File: config.mk
export PLATFORM = sky130hd
export DESIGN_NAME = sweep_sequencer
export DESIGN_NICKNAME = d
export VERILOG_FILES = /design/src/rtl/sweep_pkg.sv /design/src/rtl/sweep_timer.sv /design/src/rtl/sweep_sequencer.sv
export SDC_FILE = /design/constraint.sdc
export NUM_CORES = 1
export LEC_CHECK = 0
export CAP_MARGIN = 20
export CORE_UTILIZATION = 62
export CTS_CLUSTER_SIZE = 14
export DETAILED_ROUTE_END_ITERATION = 12
export PLACE_DENSITY = 0.85
export SLEW_MARGIN = 20
export SYNTH_ARGS = -nofsm -noshare
export SYNTH_HDL_FRONTEND = slang
export SYNTH_SLANG_ARGS = --single-unit
File: constraint.sdc
create_clock -name CLK_50 -period 4.5 [get_ports CLK_50]
set_input_delay 0.9 -clock CLK_50 [delete_from_list [all_inputs] [get_ports CLK_50]]
set_output_delay 0.9 -clock CLK_50 [all_outputs]
set_load 0.01 [all_outputs]
File: src/rtl/sweep_pkg.sv
// Shared types and constants for the PLL frequency sweep sequencer.
package sweep_pkg;

  localparam int STEP_W       = 9;
  localparam int TMR_W        = 32;
  localparam int BLANK_CYCLES = 2;

  localparam int unsigned DWELL_CYCLES_DEF = 32'd50_000_000;
  localparam int unsigned LOCK_TIMEOUT_DEF = 32'd5_000_000;

  typedef enum logic [2:0] {
    S_IDLE      = 3'd0,
    S_REQ       = 3'd1,
    S_BLANK     = 3'd2,
    S_WAIT_LOCK = 3'd3,
    S_DWELL     = 3'd4,
    S_DONE      = 3'd5,
    S_FAULT     = 3'd6
  } state_e;

endpackage

File: src/rtl/sweep_timer.sv
// Loadable down-counter with zero flag; load wins over decrement, holds at zero.
module sweep_timer #(
  parameter int W = 32
) (
  input  logic         clk_i,
  input  logic         rst_i,
  input  logic         load_i,
  input  logic         dec_i,
  input  logic [W-1:0] load_val_i,
  output logic         zero_o
);

  logic [W-1:0] count_q;

  always_ff @(posedge clk_i) begin
    if (rst_i)                     count_q <= '0;
    else if (load_i)               count_q <= load_val_i;
    else if (dec_i && count_q != '0) count_q <= count_q - 1'b1;
  end

  assign zero_o = (count_q == '0);

endmodule

File: src/rtl/sweep_sequencer.sv
// Timed PLL step-request sequencer: REQ -> BLANK -> WAIT_LOCK -> DWELL per step.
// Optional lock watchdog enabled by defining SWEEP_LOCK_TIMEOUT_EN.
module sweep_sequencer
  import sweep_pkg::*;
#(
  parameter int unsigned DWELL_CYCLES = DWELL_CYCLES_DEF,
  parameter int unsigned LOCK_TIMEOUT = LOCK_TIMEOUT_DEF
) (
  input  logic              CLK_50,
  input  logic              reset,
  input  logic              start,
  input  logic              stop,
  input  logic [STEP_W-1:0] num_steps,
  input  logic              freq_ready,
  output logic              next_frequency,
  output logic              sweep_active,
  output logic              sweep_done,
  output logic              dwell_tick,
  output logic [STEP_W-1:0] step_count,
  output logic [2:0]        state_out,
  output logic              lock_fault
);

  state_e              state_q, state_d;
  logic                nf_q;
  logic [STEP_W-1:0]   steps_left_q, steps_left_d;
  logic [STEP_W-1:0]   step_count_q, step_count_d;

  // One timer serves blanking, watchdog and dwell; the phases never overlap.
  logic                tmr_load, tmr_dec, tmr_zero;
  logic [TMR_W-1:0]    tmr_val;

  sweep_timer #(.W(TMR_W)) u_timer (
    .clk_i      (CLK_50),
    .rst_i      (reset),
    .load_i     (tmr_load),
    .dec_i      (tmr_dec),
    .load_val_i (tmr_val),
    .zero_o     (tmr_zero)
  );

  always_ff @(posedge CLK_50) begin
    if (reset) begin
      state_q      <= S_IDLE;
      nf_q         <= 1'b0;
      steps_left_q <= '0;
      step_count_q <= '0;
    end else begin
      state_q      <= state_d;
      nf_q         <= (state_d == S_REQ);
      steps_left_q <= steps_left_d;
      step_count_q <= step_count_d;
    end
  end

  always_comb begin
    state_d  = state_q;
    tmr_load = 1'b0;
    tmr_dec  = 1'b0;
    tmr_val  = '0;
    case (state_q)
      S_IDLE, S_DONE: begin
        if (start) state_d = (num_steps == '0) ? S_DONE : S_REQ;
      end
      S_REQ: begin
        state_d  = S_BLANK;
        tmr_load = 1'b1;
        tmr_val  = TMR_W'(BLANK_CYCLES - 1);
      end
      S_BLANK: begin
        if (tmr_zero) begin
          state_d  = S_WAIT_LOCK;
          tmr_load = 1'b1;
          tmr_val  = TMR_W'(LOCK_TIMEOUT - 1);
        end else begin
          tmr_dec  = 1'b1;
        end
      end
      S_WAIT_LOCK: begin
        if (freq_ready) begin
          state_d  = S_DWELL;
          tmr_load = 1'b1;
          tmr_val  = TMR_W'(DWELL_CYCLES - 1);
        end
`ifdef SWEEP_LOCK_TIMEOUT_EN
        else if (tmr_zero) state_d = S_FAULT;
        else               tmr_dec = 1'b1;
`endif
      end
      S_DWELL: begin
        if (tmr_zero) state_d = (steps_left_q != '0) ? S_REQ : S_DONE;
        else          tmr_dec = 1'b1;
      end
      S_FAULT: state_d = S_FAULT;
      default: state_d = S_IDLE;
    endcase
    if (stop) state_d = S_IDLE;
  end

  always_comb begin
    steps_left_d = steps_left_q;
    step_count_d = step_count_q;
    if ((state_q == S_IDLE || state_q == S_DONE) && start && !stop) begin
      steps_left_d = num_steps;
      step_count_d = '0;
    end else if (state_q == S_REQ) begin
      // The pulse is already on the wire in REQ, so it counts even if stop arrives.
      steps_left_d = steps_left_q - 1'b1;
      if (step_count_q != '1) step_count_d = step_count_q + 1'b1;
    end
  end

  always_comb begin
    next_frequency = nf_q;
    sweep_active   = !(state_q == S_IDLE || state_q == S_DONE || state_q == S_FAULT);
    sweep_done     = (state_q == S_DONE);
    dwell_tick     = (state_q == S_DWELL) && tmr_zero;
    step_count     = step_count_q;
    state_out      = state_q;
`ifdef SWEEP_LOCK_TIMEOUT_EN
    lock_fault     = (state_q == S_FAULT);
`else
    lock_fault     = 1'b0;
`endif
  end

endmodule

== Word level (Yosys, flattened, before mapping) ==
Index checks and enable logic that the tools add are counted.
Word-level totals
  register bits: 54
  word-level logic and storage cells: 55
  input port bits: 14
Cells by class
  $add $sub $neg: 3
  reduce and logical (&&, ||, !) cells: 19
  muxes and demuxes: 20
  eq/ne operators: 8
Operators by type and width (number)
  $pmux W26 S3: 1
  $mux W32: 2
  $logic_not A32 Y1: 1
  $reduce_bool A32 Y1: 1
  $sub A32 B1 Y32 const B: 1
  $mux W26: 1
  $mux W23: 1
  $mux W3: 7
  $mux W9: 2
  $pmux W3 S6: 1
  $add A9 B1 Y9 const B: 1
  $eq A3 B3 Y1 const B: 3
  $logic_not A9 Y1: 1
  $ne A9 B9 Y1 const B: 1
  $reduce_bool A9 Y1: 1
  $sub A9 B1 Y9 const B: 1
  $eq A3 B1 Y1 const B: 2
  $eq A3 B2 Y1 const B: 2
  $reduce_or A2 Y1: 3
  $logic_and A1 B1 Y1: 4
  $mux W1: 4
  $reduce_bool A2 Y1: 2
  $logic_not A3 Y1: 1
  $pmux W1 S3: 1
  other kinds (3): 5

== Logic depth before layout (Yosys ltp) ==
Gate-level depths: netlist of run 1.
  depth in word-level cells: 6
  mapped depth: 10
  mapped depth without buffers: 8

== Modules after synthesis ==
A second synthesis of run 1 with hierarchy kept.
Second synthesis, totals
  cell total of the unflattened synthesis: 390
  area, all modules: 3270.6 um^2
Modules (own cells, without submodules)
  sweep_timer: cells each 233, times used 1, seq. area each 640.6 um^2, area an instance 1993.2 um^2
  sweep_sequencer: cells each 157, times used 1, seq. area each 440.4 um^2, area an instance 1277.5 um^2

== Worst setup path before layout of run 1 ==
Ideal clock, no wire load.
  path kind: flip-flop to output port
  start: register u_timer.count_q[0]
  end: output port dwell_tick
  arrival: 1.865 ns
  stages on the path, launching flop included: 8
  path slack: 1.735 ns
  data required time: 3.600 ns
  cells stage by stage: dfxtp_1 -> inv_1 -> ha_1 -> or4b_2 -> nor4_4 -> nand4b_4 -> buf_6 -> nor2_1
On the way
  cells in the longest elaborated chain, start to end: 2
Ends and longest elaborated chain
  from (decl): line sweep_timer.sv:13  | logic [W-1:0] count_q;
  from (signal assigned): line sweep_timer.sv:17  | else if (load_i) count_q <= load_val_i;
  from (signal assigned): line sweep_timer.sv:18  | else if (dec_i && count_q != '0) count_q <= count_q - 1'b1;
  $logic_not A32 Y1: line sweep_timer.sv:21  | assign zero_o = (count_q == '0);
  $logic_and A1 B1 Y1: line sweep_sequencer.sv:117  | dwell_tick = (state_q == S_DWELL) && tmr_zero;
  to (decl): line sweep_sequencer.sv:18  | output logic dwell_tick,
Every way passes these cells.

== Worst setup path in the final report of run 1 ==
Same ends and word-level chain as after synthesis.

==> results of run 1 <==
## registers in the layout, indices dropped and copies added (netlist names)
name,flops
u_timer.count_q,32
step_count,9
steps_left_q,9
state_out,3
next_frequency,1
## critical path, stage by stage, from the launching register on
cell and delay (ns):
dfxtp_1 0.37, inv_1 0.10, ha_1 0.14, or4b_2 0.63, nor4_4 0.23, nand4b_4 0.30, nor2_1 0.19, clkdlybuf4s50_1 0.55
## cells by family after synthesis
| family | count (synthesis) |
|---|---|
| and+or+nand+nor | 183 |
| AOI/OAI and AO/OA | 130 |
| adders and majority gates | 6 |
| DFF | 54 |
| muxes | 1 |
| xor gates and xnor gates | 7 |
| buffers and inverters | 34 |
| other | 1 |
## per-layer routing
metal,vias up,global-route usage
li1,1600,-
met1,1602,0.408
met2,192,0.557
met3,41,0.0602
met4,0,0.200
met5,-,0
## cell type report
cell class | count | area [µm²]
inverters | 12 | 45.0
multi-input cells | 328 | 2080
repair buffers | 33 | 320
clock inverters | 3 | 21.3
flip-flops and latches | 54 | 1080
well taps | 70 | 87.6
clock buffers | 5 | 68.8
fillers | 430 | 1430
## worst paths after layout
kind / from / to / slack, ns / cells after the start
hold reg to reg: u_timer.count_q[21] / u_timer.count_q[21] / 0.48 / 2
setup reg to reg: u_timer.count_q[0] / u_timer.count_q[23] / 1.45 / 9
setup / recovery: u_timer.count_q[0] / dwell_tick / 0.76 / 7
hold / removal: u_timer.count_q[21] / u_timer.count_q[21] / 0.48 / 2
## power by group through the flow
| stage | sequential [mW] | clock [mW] | combinational (mW) |
|---|---|---|---|
| final | 0.553 | 0.280 | 0.480 |
| after CTS | 0.551 | 0.284 | 0.469 |
| after floorplan | 0.549 | 0 | 0.382 |
| after detailed placement | 0.562 | 0 | 0.466 |
| after global placement | 0.559 | 0 | 0.453 |
| after global routing | 0.558 | 0.301 | 0.515 |
## synthesized netlist by cell type (3+ instances only)
cell | count | share of area
a21o_1 | 5 | 0.011
a21oi_1 | 41 | 0.062
a221o_1 | 3 | 0.0090
a221oi_1 | 4 | 0.011
a31oi_1 | 6 | 0.011
and3_1 | 7 | 0.013
buf_2 | 3 | 0.0045
buf_4 | 3 | 0.0068
buf_6 | 3 | 0.010
clkbuf_1 | 11 | 0.012
dfxtp_1 | 54 | 0.32
ha_1 | 6 | 0.023
inv_1 | 11 | 0.012
nand2_1 | 26 | 0.029
nand2b_1 | 9 | 0.017
nand3_1 | 9 | 0.014
nand4_1 | 9 | 0.017
nor2_1 | 47 | 0.053
nor3_1 | 19 | 0.029
nor4_1 | 6 | 0.011
nor4_2 | 3 | 0.011
o211ai_1 | 6 | 0.014
o21a_1 | 5 | 0.011
o21ai_0 | 21 | 0.032
o21ai_1 | 3 | 0.0045
o22ai_1 | 3 | 0.0056
o311ai_0 | 3 | 0.0079
o31ai_1 | 4 | 0.0090
o32ai_1 | 3 | 0.0079
or2_2 | 3 | 0.0056
or3_1 | 17 | 0.032
or4_1 | 6 | 0.014
or4_4 | 3 | 0.010
xor2_1 | 6 | 0.016
## placed cells by master, fill, tap and decap left out, types with 6 or more instances in the layout
master / count
nor3_1: 19
or4_1: 6
clkdlybuf4s50_1: 29
dfxtp_1: 54
and3_1: 7
nand2_1: 26
xor2_1: 6
a21oi_1: 41
nor4_1: 6
or3_1: 17
o21ai_0: 21
o211ai_1: 6
nand2b_1: 9
nand4_1: 9
a31oi_1: 6
nor2_1: 47
inv_1: 11
ha_1: 6
nand3_1: 9
## stage by stage
stage | utilization | worst slack, ns | power, mW | instances
4_1_cts | 0.721 | 0.774 | 1.30 | 505
6_report | 0.721 | 0.761 | 1.31 | 505
2_1_floorplan | - | 1.74 | 0.931 | 416
5_1_grt | 0.721 | 0.636 | 1.37 | 505
3_3_place_gp | 0.704 | 1.14 | 1.01 | 497
3_5_place_dp | 0.704 | 1.03 | 1.03 | 497
==> summary.md, run 1 <==
| Metric | Value |
|---|---|
| Max Slew Vio Count | `0` |
| Detail Route Antenna Nets | `0` |
| Final setup violation count | `0` |
| Register area share after synthesis | `0.325` |
| Power share of the combinational group | `0.366` |
| Ys async rst share | `0` |
| Post CTS Setup Buffer Count | `0` |
| DRC | `0` |
| VDD IR max | `200 µV` |
| Compound-cell area share of the yosys netlist | `0.266` |
| Initial Util | `0.648` |
| Setup Skew | `0.00685 ns` |
| H-tree Lvls | `2` |
| Placed cell area | `3620 µm²` |
| 1st-iter DRT viols | `264` |
| RSZ-0062 raised after global routing | `false` |
| Synth Flop Type | `dfxtp_1` |
| Top Ports | `31` |
| Clock root buffer master | `clkbuf_8` |
| Gr usage total | `0.336` |
| Worst-Skew Late Latency | `0.32 ns` |
| Adder-cell share of the synthesized area | `0.0226` |
| Initial antenna violation count | `0` |
| Post-synth cell types | `74` |
| Cell area after layout | `3710 µm²` |
| Pwr per Cell Area | `355 nW/µm²` |
| Share of layout cells above drive strength 1 | `0.0874` |
| Net Sw Power | `510 µW` |
| #FFs+latches synth | `54` |
| Crit path kind | `flip-flop to output pin` |
| Hpwl dp | `6520 µm` |
| Post-synthesis net count | `436` |
| Total gr overflow | `0` |
| Worst-path clk slew | `0.10 ns` |
| Worst slew margin | `0.253` |
| Syn Std Cell Area | `3330 µm²` |
| Crit path DAT | `2.84 ns` |
| Pre-Repair DR Iteration Count | `6` |
| Pin count of the biggest net entering global routing | `25` |
| Met1 WL | `3770 µm` |
| Full die area | `5660 µm²` |
| Main combinational cell family by area after synthesis | `simple AND/OR/NAND/NOR gates` |
| Setup_tns | `0 ns` |
| Sink Count | `54` |
| Synth Warn # | `0` |
| Final worst-path cycle share | `0.831` |
| Vias | `3,435` |
| Row count | `26` |
| Hold Vio Cnt, Final | `0` |
| Highest Signal Layer | `met4` |
| Vias per inst | `6.80` |
| Sw Ratio | `0.388` |
| Status | `finished, final reports clean` |
| Synth-to-Final Area Change | `11.4%` |
| Routed met2 length | `4180 µm` |
| Crit path time final | `3.74 ns` |
| Synthesized instance count | `416` |
| WHS | `0.481 ns` |
| Post-CTS resize count | `0` |
| Leakage | `1.33 nW` |
| Post-CTS Hold Buffers | `0` |
| Clock power share | `0.213` |
| Mux contribution to synthesized area | `0.00301` |
| EDFF count, synth | `0` |
| Placer's final routability congestion estimate | `0.904` |
| XOR/XNOR Fraction of Synth Area | `0.0184` |
| Number of diodes | `0` |
| Required time of the critical path | `3.60 ns` |
| Worst Setup End Kind | `output pin` |
| Layout Nets | `454` |
| Least-Margin Pin Slew | `1.11 ns` |
| First-pass GRT wire length | `14,300 µm` |
| TritonCTS clock tree | `yes` |
| Crit start category | `flip-flop` |
| Int Power | `804 µW` |
| Core box area | `5140 µm²` |
| Simple-Gate Fraction of Synth Area | `0.315` |
| DR WL met3 | `684 µm` |
| Port bufs | `29` |
| Worst Hold Class | `flip-flop to flip-flop` |
| Mean post-synth cell area | `8.00 µm²` |
| Routed WL | `9070 µm` |
| Seq pwr share | `0.421` |
| Vias in the first global route | `3,112` |
| Max capacitance violation total | `0` |
| Clock Path Buffers | `2` |
| DIE WIDTH | `75.3 µm` |
| Die Span Y | `75.3 µm` |
| Top achievable clock speed | `267 MHz` |
| Crit Path Max Fanout | `14` |
| Drt wl/cell | `18.0 µm` |
| Number of CTS-inserted buffers | `5` |
No activity file was read; power rests on OpenSTA's default activity.
==> run 2: changes to the inputs <==
- CORE_UTILIZATION: 62 -> 52
- PLACE_DENSITY: 0.85 -> 0.76
- clock period: 4.5 -> 3.4 ns (I/O delays scaled with it)
==> run 2 against run 1 <==
Net effect:
- sequential power increased by 32%
- total power is 33% higher
- largest power group unchanged
- via count down 0.99%
- clock-buffer cell count increased by 1
- flip-flop and latch count unchanged
==> summary.md, run 2 (synthesis gave the netlist of run 1 again) <==
| Metric | Value |
|---|---|
| Most frequent cells in the layout | `dfxtp_1 (54), nor2_1 (47), a21oi_1 (41), clkdlybuf4s50_1 (28), nand2_1 (26)` |
| Worst-Skew Late Latency | `0.31 ns` |
| WHS | `0.476 ns` |
| CP Buf/Inv Count | `2` |
| Placer's final routability congestion estimate | `0.894` |
| H-tree Lvls | `2` |
| Cell area after layout | `3770 µm²` |
| Worst slew margin | `0.513` |
| Max capacitance violation total | `0` |
| Crit path kind | `flip-flop to output pin` |
| Full die area | `6720 µm²` |
| Post CTS Setup Buffer Count | `0` |
| Slowest cell on the critical path | `or4b_2` |
| Gr usage total | `0.284` |
| Worst Setup End Kind | `output pin` |
| TritonCTS clock tree | `yes` |
| Number of CTS-inserted buffers | `5` |
| Vias | `3,401` |
| Pin count of the biggest net entering global routing | `27` |
| Core box area | `6060 µm²` |
| DIE WIDTH | `82 µm` |
| Final setup violation count | `0` |
| Pre-CTS WS | `0.394 ns` |
| Crit path max-delay family | `simple AND/OR/NAND/NOR gates` |
| Top achievable clock speed | `326 MHz` |
| Clock Path Buffers | `2` |
| Non-Filler Instances | `517` |
| Hpwl dp | `6460 µm` |
| Layout fillers | `560` |
| Crit Path Max Fanout | `6` |
| Placed cell area | `3680 µm²` |
| Crit path time final | `3.07 ns` |
| Total power | `1.75 mW` |
| Hold Vio Cnt, Final | `0` |
| Crit path cell chain | `inv_1 > ha_1 > or4b_2 > nor4_4 > nand4b_4 > nor2_1 > dlymetal6s2s_1` |
| Port bufs | `29` |
| First-pass GRT wire length | `14,700 µm` |
| Total gr overflow | `0` |
| Row count | `28` |
| Top Ports | `31` |
| Clock root buffer master | `clkbuf_8` |
| VDD IR max | `289 µV` |
| Dpl cells | `510` |
| Largest register by flop count | `u_timer.count_q` |
| DRC | `0` |
| Layout Nets | `462` |
| Vias in the first global route | `3,022` |
| Least-Margin Pin Slew | `0.724 ns` |
| Vias per inst | `6.58` |
| 1st-iter DRT viols | `378` |
| Max Slew Vio Count | `0` |
| Worst path max stage delay | `0.63 ns` |
| Initial antenna violation count | `0` |
| Synth-to-Final Area Change | `13.3%` |
| RSZ-0062 raised after global routing | `false` |
| Most common cell after layout, fill and taps aside | `dfxtp_1` |
| Pre-Repair DR Iteration Count | `6` |
| Setup_tns | `0 ns` |
| Leakage | `1.38 nW` |
| Status | `finished, final reports clean` |
| Number of diodes | `0` |
| Sink Count | `54` |
| Fin util | `0.622` |
| Detail Route Antenna Nets | `0` |
| Die Span Y | `82 µm` |
| Initial Util | `0.549` |
| Final worst-path cycle share | `0.902` |
| Routed WL | `9030 µm` |
| Worst Hold Class | `flip-flop to flip-flop` |
| Share of layout cells above drive strength 1 | `0.0995` |
| Required time of the critical path | `2.72 ns` |
| Setup Skew | `0.0100 ns` |
| Drt wl/cell | `17.5 µm` |
| Worst Slack Setup Final | `0.332 ns` |
| Crit path DAT | `2.39 ns` |
| Max reg flops | `32` |
| Worst-path clk slew | `0.10 ns` |
| Pwr per Cell Area | `463 nW/µm²` |
| Crit start category | `flip-flop` |
==> run 2: worst register-to-register path: cells and delay by family, from the launching register on <==
kind	cells	cell delay [ns]
DFF	1	0.37
adders and majority gates	1	0.15
buffers and inverters	2	0.33
and+or+nand+nor	3	1.14
AOI/OAI and AO/OA	3	0.83
==> run 2: repair_timing <==
action,in CTS,in global routing
endpoints found under the setup margin,0,1
hold buffers,0,0
gates resized for setup,0,1
==> run 2: layout make-up <==
cell class	count	area [µm²]	area share
clock buffers	6	72.6	0.0192
clock inverters	1	7.51	0.00199
inverters	12	45.0	0.0119
multi-input cells	328	2090	0.554
flip-flops and latches	54	1080	0.287
well taps	75	93.8	0.0249
repair buffers	41	383	0.101
==> run 2: routing by layer <==
layer	part of all wire	vias up	wire length, µm	track usage
li1	-	1621	-	-
met1	0.43	1597	3900	0.387
met2	0.48	161	4310	0.452
met3	0.070	22	636	0.0500
met4	0.019	0	176	0.0895
met5	0	-	0	0
==> run 2: path summary, 6_finish.rpt <==
| path | from | end | slack [ns] | cells after the start |
|---|---|---|---|---|
| hold reg to reg | u_timer.count_q[21] | u_timer.count_q[21] | 0.48 | 2 |
| setup / recovery | u_timer.count_q[0] | dwell_tick | 0.33 | 7 |
| setup reg to reg | u_timer.count_q[0] | u_timer.count_q[20] | 0.45 | 9 |
| hold / removal | u_timer.count_q[21] | u_timer.count_q[21] | 0.48 | 2 |
==> run 2: where the power goes <==
part           internal (mW)  leakage (nW)  total [mW]  switching [mW]
combinational          0.259         0.906       0.656           0.398
sequential             0.676         0.439       0.730          0.0546
clock                  0.142        0.0373       0.360           0.218
